**config.mk**
```make
export PLATFORM = sky130hd
export DESIGN_NAME = spram_arbiter
export DESIGN_NICKNAME = d
export VERILOG_FILES = /design/src/rtl/spram_arbiter.sv
export SDC_FILE = /design/constraint.sdc
export NUM_CORES = 1
export LEC_CHECK = 0
export ABC_AREA = 1
export BUFFER_PORTS_ARGS = -buffer_cell sky130_fd_sc_hd__buf_2
export CAP_MARGIN = 15
export CORE_UTILIZATION = 50
export DETAILED_ROUTE_END_ITERATION = 8
export PLACE_DENSITY = 0.84
export SYNTH_ARGS = -nofsm -noshare
export SYNTH_HDL_FRONTEND = slang
export SYNTH_SLANG_ARGS = --single-unit
```
**constraint.sdc**
```tcl
create_clock -name clock -period 3.7 [get_ports clock]
set_input_delay 0.555 -clock clock [delete_from_list [all_inputs] [get_ports clock]]
set_output_delay 0.555 -clock clock [all_outputs]
set_load 0.01 [all_outputs]
```
**src/rtl/spram_arbiter.sv**
```systemverilog
// rtl/spram_arbiter.sv - round-robin req/ack arbiter and sequencer for one single-port synchronous RAM
module spram_arbiter #(
    parameter int data_width = 8,
    parameter int addr_width = 10
) (
    input  logic                  clock,
    input  logic                  reset_n,
    input  logic                  cpu_req,
    input  logic                  cpu_we,
    input  logic [addr_width-1:0] cpu_addr,
    input  logic [data_width-1:0] cpu_wdata,
    output logic [data_width-1:0] cpu_rdata,
    output logic                  cpu_ack,
    input  logic                  vid_req,
    input  logic                  vid_we,
    input  logic [addr_width-1:0] vid_addr,
    input  logic [data_width-1:0] vid_wdata,
    output logic [data_width-1:0] vid_rdata,
    output logic                  vid_ack,
    output logic [addr_width-1:0] ram_address,
    output logic [data_width-1:0] ram_data,
    output logic                  ram_wren,
    output logic                  ram_cs,
    input  logic [data_width-1:0] ram_q,
    output logic                  busy,
    output logic                  grant
);

    typedef enum logic [1:0] {
        IDLE    = 2'd0,
        ISSUE   = 2'd1,
        CAPTURE = 2'd2,
        ACK     = 2'd3
    } state_t;

    state_t                state_q;
    logic                  last_grant_q;
    logic                  grant_q;
    logic                  busy_q;
    logic                  ram_cs_q;
    logic                  ram_wren_q;
    logic [addr_width-1:0] ram_address_q;
    logic [data_width-1:0] ram_data_q;
    logic [data_width-1:0] cpu_rdata_q;
    logic [data_width-1:0] vid_rdata_q;
    logic                  cpu_ack_q;
    logic                  vid_ack_q;

    logic                  pick_vid_d;
    logic                  sel_we_d;
    logic [addr_width-1:0] sel_addr_d;
    logic [data_width-1:0] sel_wdata_d;

    // Arbitration: a lone requester wins; under contention the port that did not go last wins.
    always_comb begin
        pick_vid_d  = vid_req && (!cpu_req || !last_grant_q);
        sel_we_d    = pick_vid_d ? vid_we    : cpu_we;
        sel_addr_d  = pick_vid_d ? vid_addr  : cpu_addr;
        sel_wdata_d = pick_vid_d ? vid_wdata : cpu_wdata;
    end

    // Sequencer: IDLE -> ISSUE -> CAPTURE -> ACK -> IDLE, every output registered here.
    always_ff @(posedge clock or negedge reset_n) begin
        if (!reset_n) begin
            state_q       <= IDLE;
            last_grant_q  <= 1'b1;
            grant_q       <= 1'b0;
            busy_q        <= 1'b0;
            ram_cs_q      <= 1'b0;
            ram_wren_q    <= 1'b0;
            ram_address_q <= '0;
            ram_data_q    <= '0;
            cpu_rdata_q   <= '0;
            vid_rdata_q   <= '0;
            cpu_ack_q     <= 1'b0;
            vid_ack_q     <= 1'b0;
        end else begin
            case (state_q)
                IDLE: begin
                    if (cpu_req || vid_req) begin
                        grant_q       <= pick_vid_d;
                        last_grant_q  <= pick_vid_d;
                        ram_address_q <= sel_addr_d;
                        ram_data_q    <= sel_wdata_d;
                        ram_wren_q    <= sel_we_d;
                        ram_cs_q      <= 1'b1;
                        busy_q        <= 1'b1;
                        state_q       <= ISSUE;
                    end
                end
                ISSUE: begin
                    // The RAM has taken the access at this edge; a write must not repeat.
                    ram_wren_q <= 1'b0;
                    state_q    <= CAPTURE;
                end
                CAPTURE: begin
                    ram_cs_q <= 1'b0;
                    if (grant_q) begin
                        vid_rdata_q <= ram_q;
                        vid_ack_q   <= 1'b1;
                    end else begin
                        cpu_rdata_q <= ram_q;
                        cpu_ack_q   <= 1'b1;
                    end
                    state_q <= ACK;
                end
                ACK: begin
                    cpu_ack_q <= 1'b0;
                    vid_ack_q <= 1'b0;
                    busy_q    <= 1'b0;
                    state_q   <= IDLE;
                end
                default: begin
                    state_q <= IDLE;
                end
            endcase
        end
    end

    assign cpu_rdata   = cpu_rdata_q;
    assign cpu_ack     = cpu_ack_q;
    assign vid_rdata   = vid_rdata_q;
    assign vid_ack     = vid_ack_q;
    assign ram_address = ram_address_q;
    assign ram_data    = ram_data_q;
    assign ram_wren    = ram_wren_q;
    assign ram_cs      = ram_cs_q;
    assign busy        = busy_q;
    assign grant       = grant_q;

endmodule

```
==> metrics.yaml <==
synthesis.area_um2: 1992
cp_slowest_cell: "nor2_4"
vias_per_cell: 4.817
ir_drop_v: 0.0004124
slew_violations: 0
hp-class: "in2async"
powerDensity_nw_per_um2: 797.7
max_freq_ghz: 0.5481
fin_area_um2: 2531
fin_cells: 382
power.total_mw: 2.019
path_class: "reg2reg"
post-route-period-util_pct: 49.31
rows: 22
area_delta_synth_final_pct: 27.07
dp_slack_ns: 1.676
cp_max_fo: 22
ys_types: 18
synthCells: 248
coreArea_um2: 3744
cts_buffers: 5
place_congestion: 0.7478
htree_levels: 2
wl_mm: 4.537
internal_power_mw: 1.210
io_pins: 90
drc: 0
rsz0062_at_grt: "false"
route.detailed.wl_per_inst_um: 11.88
initial_utilization_pct: 53.21
synth_fp_nets: 303
post-route-util_pct: 67.61
pwr-share-clk_pct: 16.0
drt_first_iter_violations: 117
cts_sinks: 43
swShare_pct: 40.10
clock-root-buffer: "clkbuf_8"
nets: 388
cts_tree: "yes"
mostFrequentLayoutCells: "nand2_1 (118), buf_2 (89), dfrtp_1 (42)"
crit_path_end_kind: "register"
leakage_nw: 1.532
worst_pin_slew_ns: 0.9223
critPathMaxStageDelay_ns: 0.42
ant_nets: 0
hold_ws_ns: 0.3841
die_width_um: 65.12
drt-pass1-iter-count: 4
first_global_vias: 1647
clock_skew_ns: 0.008148
critPathLaunchType: "register"
antenna_found_initial: 0
required_ns: 3.89
grt_first_pass_wirelength_mm: 7.203
setup_slack_ns: 1.875
hold_viol_final: 0
final_common_cell: "nand2_1"
switching_power_uw: 809.7
slew_headroom_pct: 38.51
ys_ff_latch: 43
ys_seq_area_share_pct: 54.08
fin_crit_ns: 1.825
drive_above_1_share_pct: 30.24
hpwl_mm: 3.241
drv_cap: 0
die_h_um: 65.12
cts-resized-gates: 0
tns_ns: 0
grt.total_usage_pct: 22.82
ys_warn_count: 0
cts_setup_buffers: 0
dpl.cell_count: 374
status: "complete, no violations"
syn_area_per_cell_um2: 8.032
overflow: 0
power_frac_seq_pct: 40.9
hold_buffers: 0
num_antenna_cells: 0
worstPathCellList: "inv_1 -> ha_1 -> inv_1 -> nor2_4 -> inv_2 -> nand2_1 -> nand2_1"
vias: 1840
clock_path_buffers: 2
clk_latency_ns: 0.30
grt_max_degree: 44
die-area_um2: 4240
dpl_cell_area_um2: 2431
port-buffer-count: 89
setup_viol: 0
crit_arrival_ns: 2.01
path_clk_slew_ns: 0.08
p_comb_share_pct: 43.1
==> synthesized netlist by cell type (all sizes together) <==
cell,n,area (um2)
buf,11,66.31
nor2,2,17.52
dfstp,1,26.28
inv,21,78.82
nand3b,1,7.510
nand3,21,105.1
ha,5,62.56
o21ai,22,110.1
nand2,119,449.2
dfrtp,42,1051
o22ai,2,12.51
nor3,1,5.000
==> worst paths after layout <==
check | startpoint | to | slack (ns) | cells after the start
worst max-delay path | state_q[1] | ram_data[4] | 1.88 | 7
worst min-delay path | reset_n | ram_address[4] | 0.38 | 1
worst max register to register | state_q[1] | ram_data[4] | 1.88 | 7
worst min register to register | last_grant_q | last_grant_q | 0.47 | 2
max in group asynchronous | reset_n | vid_rdata[2] | 2.73 | 1
min in group clock | last_grant_q | last_grant_q | 0.47 | 2
==> power by group through the flow <==
stage	Combinational [mW]	Sequential (mW)	Clock [mW]
global route	0.995	0.851	0.352
global placement	0.844	0.829	0
finish	0.869	0.826	0.324
floorplan	0.457	0.925	0
CTS	0.885	0.827	0.330
detailed placement	0.886	0.828	0
==> registers in the layout, summed over array words and instances, names as in the netlist <==
name / flops
ram_wren: 1
grant: 1
ram_data: 8
ram_address: 10
ram_cs: 1
busy: 1
cpu_ack: 1
vid_ack: 1
state_q: 2
cpu_rdata: 8
last_grant_q: 1
vid_rdata: 8
==> metal layers <==
metal  vias to the layer above  part of all wire [%]  wire length, um  track usage, %
li1                        936                     -                -               -
met3                         7                   6.5              297           5.903
met1                       840                    43             1941           26.41
met5                         -                     0                0               0
met4                         0                   1.6               73           10.60
met2                        57                    49             2224           39.45
==> layout make-up <==
class | instances | area [um2]
well taps | 48 | 60.06
multi-input cells | 173 | 769.5
inverters | 21 | 78.83
clock buffers | 8 | 100.1
flip-flops and latches | 43 | 1077
repair buffers | 89 | 445.4
fillers | 332 | 1212
==> worst max-delay path: cells and delay by family, from the launching register on <==
family	cells	cell delay, ns
DFF	1	0.40
buffers and inverters	3	0.50
and+or+nand+nor	3	0.61
adders and majority gates	1	0.21
==> kinds of logic (layout without fill, tap and decap cells) <==
family / count (synthesis) / in the layout / share of synthesized area (%)
AOI/OAI and AO/OA: 24 / 24 / 6.155
buffers and inverters: 32 / 118 / 7.286
and+or+nand+nor: 144 / 144 / 29.33
DFF: 43 / 43 / 54.08
adders and majority gates: 5 / 5 / 3.141
(Power assumes the default switching activity.)
